===== config.mk =====
export PLATFORM = sky130hd
export DESIGN_NAME = ex_div
export DESIGN_NICKNAME = d
export VERILOG_FILES = /design/src/rtl/ex_div.sv
export SDC_FILE = /design/constraint.sdc
export NUM_CORES = 1
export LEC_CHECK = 0
export BUFFER_PORTS_ARGS = -buffer_cell sky130_fd_sc_hd__buf_2
export CAP_MARGIN = 10
export CORE_MARGIN = 4
export CORE_UTILIZATION = 32
export CTS_CLUSTER_DIAMETER = 200
export DETAILED_ROUTE_END_ITERATION = 12
export SLEW_MARGIN = 20
export SYNTH_ARGS = -nofsm -noshare
export SYNTH_HDL_FRONTEND = slang
export SYNTH_SLANG_ARGS = --single-unit
export TNS_END_PERCENT = 20

===== constraint.sdc =====
create_clock -name clk -period 2.97 [get_ports clk]
set_clock_uncertainty 0.05 [all_clocks]
set_input_delay 0.594 -clock clk [delete_from_list [all_inputs] [get_ports clk]]
set_output_delay 0.594 -clock clk [all_outputs]
set_load 0.1 [all_outputs]

===== src/rtl/ex_div.sv =====
// rtl/ex_div.sv - multi-cycle radix-2 restoring divider beside the EX stage
// Optional abort input annul_i is enabled by defining EX_DIV_ANNUL_EN.
module ex_div #(
  parameter int DATA_W = 32
) (
  input  logic                clk,
  input  logic                rst,
  input  logic                signed_div_i,
  input  logic [DATA_W-1:0]   opdata1_i,
  input  logic [DATA_W-1:0]   opdata2_i,
  input  logic                start_i,
`ifdef EX_DIV_ANNUL_EN
  input  logic                annul_i,
`endif
  output logic [2*DATA_W-1:0] result_o,
  output logic                ready_o
);

  localparam int               CNT_W    = $clog2(DATA_W) + 1;
  localparam logic [CNT_W-1:0] CNT_LAST = CNT_W'(DATA_W);
  localparam logic [CNT_W-1:0] CNT_ONE  = CNT_W'(1);

  typedef enum logic [1:0] {
    S_FREE   = 2'd0,
    S_BYZERO = 2'd1,
    S_ON     = 2'd2,
    S_END    = 2'd3
  } state_t;

  state_t              state;
  state_t              state_nxt;
  logic [CNT_W-1:0]    cnt;
  logic [2*DATA_W:0]   work;
  logic [DATA_W-1:0]   divisor;
  logic                neg_quot;
  logic                neg_rem;
  logic                annul;
  logic                div_zero;
  logic                op1_neg;
  logic                op2_neg;
  logic [DATA_W-1:0]   op1_abs;
  logic [DATA_W-1:0]   op2_abs;
  logic [DATA_W:0]     diff;
  logic [DATA_W-1:0]   quot_raw;
  logic [DATA_W-1:0]   rem_raw;
  logic [DATA_W-1:0]   quot_fin;
  logic [DATA_W-1:0]   rem_fin;
  logic [2*DATA_W-1:0] result_nxt;
  logic                ready_nxt;

`ifdef EX_DIV_ANNUL_EN
  assign annul = annul_i;
`else
  assign annul = 1'b0;
`endif

  assign div_zero = (opdata2_i == '0);
  assign op1_neg  = signed_div_i & opdata1_i[DATA_W-1];
  assign op2_neg  = signed_div_i & opdata2_i[DATA_W-1];
  assign op1_abs  = op1_neg ? (~opdata1_i + 1'b1) : opdata1_i;
  assign op2_abs  = op2_neg ? (~opdata2_i + 1'b1) : opdata2_i;

  // Dividend sits one bit up so each step's trial window is work[2W-1:W]
  // after the implicit shift; the remainder ends in the top W bits.
  assign diff     = {1'b0, work[2*DATA_W-1:DATA_W]} - {1'b0, divisor};
  assign quot_raw = work[DATA_W-1:0];
  assign rem_raw  = work[2*DATA_W:DATA_W+1];
  assign quot_fin = neg_quot ? (~quot_raw + 1'b1) : quot_raw;
  assign rem_fin  = neg_rem  ? (~rem_raw + 1'b1)  : rem_raw;

  always_ff @(posedge clk or negedge rst) begin
    if (!rst) begin
      state <= S_FREE;
    end else begin
      state <= state_nxt;
    end
  end

  always_comb begin
    state_nxt = state;
    if (annul) begin
      state_nxt = S_FREE;
    end else begin
      case (state)
        S_FREE: begin
          if (start_i) begin
            state_nxt = div_zero ? S_BYZERO : S_ON;
          end
        end
        // Two cycles in BYZERO so the zero result lands two edges after start.
        S_BYZERO: begin
          if (cnt == CNT_ONE) begin
            state_nxt = S_END;
          end
        end
        S_ON: begin
          if (cnt == CNT_LAST) begin
            state_nxt = S_END;
          end
        end
        S_END: begin
          if (!start_i) begin
            state_nxt = S_FREE;
          end
        end
        default: state_nxt = S_FREE;
      endcase
    end
  end

  always_comb begin
    result_nxt = result_o;
    ready_nxt  = ready_o;
    if (annul) begin
      result_nxt = '0;
      ready_nxt  = 1'b0;
    end else begin
      case (state)
        S_FREE: begin
          result_nxt = '0;
          ready_nxt  = 1'b0;
        end
        S_BYZERO: begin
          if (cnt == CNT_ONE) begin
            result_nxt = '0;
            ready_nxt  = 1'b1;
          end
        end
        S_ON: begin
          if (cnt == CNT_LAST) begin
            result_nxt = {rem_fin, quot_fin};
            ready_nxt  = 1'b1;
          end
        end
        S_END: begin
          if (!start_i) begin
            result_nxt = '0;
            ready_nxt  = 1'b0;
          end
        end
        default: begin
          result_nxt = '0;
          ready_nxt  = 1'b0;
        end
      endcase
    end
  end

  always_ff @(posedge clk or negedge rst) begin
    if (!rst) begin
      result_o <= '0;
      ready_o  <= 1'b0;
    end else begin
      result_o <= result_nxt;
      ready_o  <= ready_nxt;
    end
  end

  always_ff @(posedge clk or negedge rst) begin
    if (!rst) begin
      cnt      <= '0;
      work     <= '0;
      divisor  <= '0;
      neg_quot <= 1'b0;
      neg_rem  <= 1'b0;
    end else if (annul) begin
      cnt  <= '0;
      work <= '0;
    end else begin
      case (state)
        S_FREE: begin
          if (start_i) begin
            cnt <= '0;
            if (!div_zero) begin
              work     <= {{DATA_W{1'b0}}, op1_abs, 1'b0};
              divisor  <= op2_abs;
              neg_quot <= op1_neg ^ op2_neg;
              neg_rem  <= op1_neg;
            end
          end
        end
        S_BYZERO: begin
          cnt  <= cnt + CNT_ONE;
          work <= '0;
        end
        S_ON: begin
          if (cnt != CNT_LAST) begin
            if (diff[DATA_W]) begin
              work <= {work[2*DATA_W-1:0], 1'b0};
            end else begin
              work <= {diff[DATA_W-1:0], work[DATA_W-1:0], 1'b1};
            end
            cnt <= cnt + CNT_ONE;
          end
        end
        default: ;
      endcase
    end
  end

endmodule

After elaboration in Yosys (flattened, before gate mapping)
Cells that the tools add are included.
{ "classes": {"n_eq_ne": 12, "add_sub_neg": 6, "bitwise": 8, "muxes": 26, "reduce_logical": 8} }
{ "op_table": {"columns": ["op", "n"], "rows": [
  ["2-to-1 mux 65 bit", 4],
  ["one-hot mux 64 bit (4 select lines)", 1],
  ["one-hot mux 65 bit (3 select lines)", 1],
  ["2-to-1 mux 64 bit", 3],
  ["adder 32 x 1 -> 32 bit (second input constant)", 4],
  ["2-to-1 mux 32 bit", 4],
  ["NOT 32 bit", 4],
  ["subtractor 32 x 32 -> 33 bit", 1],
  ["zero test 32 bit", 1],
  ["one-hot mux 6 bit (3 select lines)", 1],
  ["2-to-1 mux 6 bit", 2],
  ["!= test 2 bit (second input constant)", 6],
  ["2-to-1 mux 2 bit", 5],
  ["AND reduction 3 bit", 3],
  ["one-hot mux 2 bit (4 select lines)", 1],
  ["AND reduction 4 bit", 2],
  ["adder 6 x 1 -> 6 bit (second input constant)", 1],
  ["equality test 6 x 1 -> 1 bit (second input constant)", 1],
  ["equality test 6 bit (second input constant)", 1],
  ["!= test 6 bit (second input constant)", 1],
  ["equality test 2 bit (second input constant)", 2],
  ["one-hot mux 1 bit (4 select lines)", 1],
  ["2-to-1 mux 1 bit", 3],
  ["nonzero test 3 bit", 1],
  ["5 further kinds", 6]
]} }
{ "word_totals": {"output_inout_bits": 65, "reg_bits": 172, "elab_cells": 68, "input_bits": 68} }

Longest topological paths before layout
{ "depth": {"depth_word": 6, "mapped_depth": 12, "mapped_depth_nobuf": 11} }

Worst setup path before layout
Ideal clock, no wire load.
{ "synth_timing": {"kind": "register -> register", "start": "reg work[32]", "end": "reg work[61]", "path_slack_ns": 0.023, "stages_incl_launch_ff": 13, "n_path_buf": 1, "setup_time_ns": 0.127, "arrival_ns": 2.770, "cell_sequence": "dfrtp_1 inv_1 ha_1 fa_1 nand2b_1 a21o_1 a2111oi_0 or4b_1 a31o_2 a31oi_4 buf_2 a41oi_1 o21ai_1"} }
{ "synth_via": {"elab_chain_len": 4} }
{ "synth_lines": {"columns": ["item", "line", "rtl"], "rows": [
  ["start: declaration", "33", "logic [2*DATA_W:0] work;"],
  ["start signal: assignment", "175", "work <= {{DATA_W{1'b0}}, op1_abs, 1'b0};"],
  ["start signal: assignment", "189", "work <= {work[2*DATA_W-1:0], 1'b0};"],
  ["start signal: assignment", "191", "work <= {diff[DATA_W-1:0], work[DATA_W-1:0], 1'b1};"],
  ["subtractor 32 x 32 -> 33 bit", "65", "assign diff = {1'b0, work[2*DATA_W-1:DATA_W]} - {1'b0, divisor};"],
  ["2-to-1 mux 65 bit", "188", "if (diff[DATA_W]) begin"],
  ["2-to-1 mux 65 bit", "187", "if (cnt != CNT_LAST) begin"],
  ["one-hot mux 65 bit (3 select lines)", "170", "case (state)"]
]} }
No other way between the ends. The select of a mux whose other input is x is not followed.
A chain may end at the register's enable or synchronous reset.

Worst setup path after layout
{ "layout_timing": {"start": "reg work[47]", "end": "reg work[34]"} }
The elaborated chain is that of the path after synthesis.

==> flow_summary.json <==
{
  "run_status": "finished with violations",
  "violations": "setup timing",
  "maxCapViolations": 0,
  "grt_pass1_vias": 10100,
  "areaGrowthSynthToFinish_pct": 27.4,
  "vias_per_cell": 5.06,
  "synth_edf_count": 0,
  "fp-row-count": 69,
  "synth_nets": 1479,
  "synth.distinct_cells": 76,
  "ys_warn_count": 0,
  "drt-met1-wl_um": 17700,
  "wl_met2_um": 15000,
  "slew_headroom_pct": 30.9,
  "grt_max_degree": 69,
  "tightest_slew_ns": 1.04,
  "multiInputGateArea_sq_mm": 0.00713,
  "ant_nets": 0,
  "n_antenna_cell": 0,
  "die_w_um": 199,
  "ys.flop_type": "dfrtp_1",
  "worstPathArrival_ns": 3.36,
  "filler_cell_count": 3628,
  "final_nets": 1721,
  "fin_ws_ns": -0.0860,
  "final_cells": 2081,
  "synth_seq_area_share_pct": 36.9,
  "rsz0062_at_grt": "true",
  "worstSetupStartpoint": "work[47]",
  "post-dp-hpwl_um": 26500,
  "hold_viol": 0,
  "cts_root_buffer": "clkbuf_16",
  "overflow": 0,
  "met3_length_um": 1160,
  "power.density_mw_per_mm2": 709,
  "worst-path-buf-inv": 1,
  "num_vias": 10500,
  "synthCells": 1365,
  "synth-seq-cells": 172,
  "avgSynthCellArea_sq_um": 8.53,
  "crit_path_top_delay_cell": "or4b_4",
  "track_usage_pct": 17.3,
  "num_io_pins": 133,
  "p_leak_nw": 7.05,
  "final_util_pct": 41.5,
  "end_kind": "register",
  "cts_sinks": 172,
  "period_share_pct": 103,
  "dp_cells": 2039,
  "start_kind": "register",
  "cts_buffers": 17,
  "worstHoldPathType": "in2async",
  "placedInstanceArea_sq_mm": 0.0138,
  "start_util_pct": 32.6,
  "top_layer": "met4",
  "cts_buffer_depth": 2,
  "grt_pass1_wl_um": 55100,
  "synthArstFlopShare_pct": 100,
  "r2r-end": "work[34]",
  "drt_wl_total_um": 34300,
  "total_power_w": 0.0105,
  "worstSetupPathType": "reg2reg",
  "cpLargestDelayFamily": "compound AO/OA/AOI/OAI gates",
  "reg2reg_from": "work[47]",
  "fp.dieH_um": 199,
  "place_congestion": 0.898,
  "netlist_area_sq_mm": 0.0116,
  "io_buffers": 132,
  "fmax_ghz": 0.327,
  "htree_levels": 4,
  "dp_slack_ns": -0.214,
  "clk_pin_slew_ns": 0.08,
  "cp.required_ns": 3.28,
  "drive_gt1_share_pct": 24.9,
  "drcViolationCount": 0,
  "antenna_found_initial": 0,
  "rrSetupSlack_ns": -0.09,
  "min_period_ns": 3.06,
  "crit_chain": "ha_4 > a21oi_4 > o21ai_2 > a311oi_4 > or4b_4 > a31o_4 > a31oi_4 > buf_12 > mux2_2 > o22ai_2",
  "dieArea_sq_mm": 0.0395,
  "dr.pass1.iters": 5,
  "coreArea_sq_mm": 0.0357,
  "seq_area_sq_mm": 0.00431,
  "slew_viol_final": 0,
  "cts_tree": "done",
  "finalSetupViolations": 23,
  "cp_max_fo": 7,
  "worst_ir_drop_vdd_v": 0.000572,
  "drt_iter0_markers": 672,
  "final_area_sq_mm": 0.0148,
  "r2r_cells": 10,
  "critPathMaxStageDelay_ns": 0.52,
  "clkLatencyLatePin_ns": 0.44,
  "post_drt_wl_per_cell_um": 16.5
}
[state kept, by name, indices dropped and copies added (netlist names)]
signal    flops
neg_quot      1
divisor      32
state         2
work         65
cnt           6
ready_o       1
neg_rem       1
result_o     64
[metal layers]
layer  vias up  global-route usage [%]
met4         0                    3.98
met2       200                    25.7
met3        30                    1.85
met5         -                       0
li1       5332                       -
met1      4977                    26.9
[synthesized netlist by cell type, types with 4 or more instances]
library cell | instances | area [sq um]
nor2_1 | 86 | 323
o21ai_1 | 39 | 195
inv_1 | 54 | 203
nor4_1 | 7 | 43.8
a21o_1 | 22 | 165
clkbuf_1 | 45 | 169
o21a_1 | 5 | 37.5
o21bai_1 | 4 | 30.0
xnor2_1 | 53 | 464
o21ai_0 | 147 | 736
xor2_1 | 92 | 806
a31oi_1 | 10 | 62.6
nand2b_1 | 6 | 37.5
o31ai_2 | 4 | 50.1
dfrtp_1 | 172 | 4300
o41ai_1 | 14 | 123
nor3_1 | 22 | 110
a22oi_1 | 25 | 188
ha_1 | 45 | 563
and2_1 | 13 | 81.3
mux2i_1 | 24 | 240
or4_1 | 12 | 90.1
and3_1 | 11 | 68.8
a21oi_1 | 78 | 390
a21boi_0 | 6 | 45.0
a221oi_1 | 7 | 61.3
nand4_1 | 6 | 37.5
nand3_1 | 17 | 85.1
nand2_1 | 196 | 736
o31ai_1 | 22 | 165
nor2b_1 | 13 | 81.3
buf_2 | 19 | 95.1
a32oi_1 | 5 | 43.8
o211ai_1 | 6 | 45.0
or3_1 | 8 | 50.1
[cell families (layout without fill, tap and decap cells)]
group                      after synthesis  after routing  synth area share, %
AOI/OAI and AO/OA                      421            421                 22.4
adders and majority gates               46             46                 5.01
DFF                                    172            172                 36.9
buffers and inverters                  126            381                 4.50
muxes                                   26             26                 2.26
and+or+nand+nor                        429            429                 17.9
xor gates and xnor gates               145            145                 10.9
[cells in the final DEF (no fill, tap or decap), types with 5 or more instances in the layout]
| cell | n |
|---|---|
| a21boi_0 | 5 |
| a21o_1 | 20 |
| a21oi_1 | 74 |
| a221oi_1 | 7 |
| a22oi_1 | 25 |
| a31oi_1 | 10 |
| a32oi_1 | 5 |
| and2_1 | 12 |
| and3_1 | 11 |
| buf_12 | 9 |
| buf_2 | 131 |
| buf_4 | 149 |
| clkbuf_16 | 19 |
| dfrtp_1 | 170 |
| ha_1 | 33 |
| ha_4 | 11 |
| inv_1 | 47 |
| inv_2 | 7 |
| inv_8 | 6 |
| mux2i_1 | 24 |
| nand2_1 | 196 |
| nand2b_4 | 5 |
| nand3_1 | 16 |
| nand4_1 | 6 |
| nor2_1 | 86 |
| nor2b_1 | 12 |
| nor3_1 | 21 |
| nor4_1 | 6 |
| o211ai_1 | 6 |
| o21a_1 | 5 |
| o21ai_0 | 147 |
| o21ai_1 | 37 |
| o31ai_1 | 22 |
| o41ai_1 | 13 |
| or3_1 | 7 |
| or4_1 | 12 |
| xnor2_1 | 53 |
| xor2_1 | 92 |
[what timing repair did]
| action | CTS | global route |
|---|---|---|
| setup endpoints to repair | 33 | 40 |
| hold buffers | 0 | 0 |
| endpoints found under the hold margin | 0 | 0 |
| pin swaps | 18 | 10 |
| cloned | 1 | 1 |
| gates resized for setup | 40 | 18 |
| buffers inserted | 7 | 2 |
[cell type report]
| type | count | share of cell area (%) |
|---|---|---|
| Tap cell | 461 | 3.89 |
| Multi-Input combinational cell | 1067 | 48.0 |
| Inverter | 55 | 1.39 |
| Sequential cell | 172 | 29.0 |
| Timing Repair Buffer | 294 | 13.7 |
| Clock inverter | 15 | 1.11 |
| Clock buffer | 17 | 2.87 |
[through the flow]
stage | setup TNS [ns] | hold WS (ns)
after CTS | -1.75 | 0.0367
after floorplan | 0 | 0.248
after global placement | -3.72 | 0.409
after detailed placement | -5.35 | 0.415
after global routing | -3.28 | 0.0370
final | -1.13 | 0.0190
[report_power, final]
part	total, W	switching, W	internal (W)
Sequential	0.00327	0.000487	0.00279
Clock	0.00228	0.00114	0.00114
Combinational	0.00498	0.00300	0.00198
Total	0.0105	0.00463	0.00590
[worst max-delay path by stage]
stage	slack, ns	to	depth (start not counted)
3_3_place_gp	-0.18	work[64]	12
4_1_cts	-0.11	work[33]	13
6_report	-0.09	work[34]	10
3_5_place_dp	-0.21	work[52]	12
2_1_floorplan	0.02	work[61]	12
5_1_grt	-0.17	work[49]	11
Power figures use the tool's default switching activity.
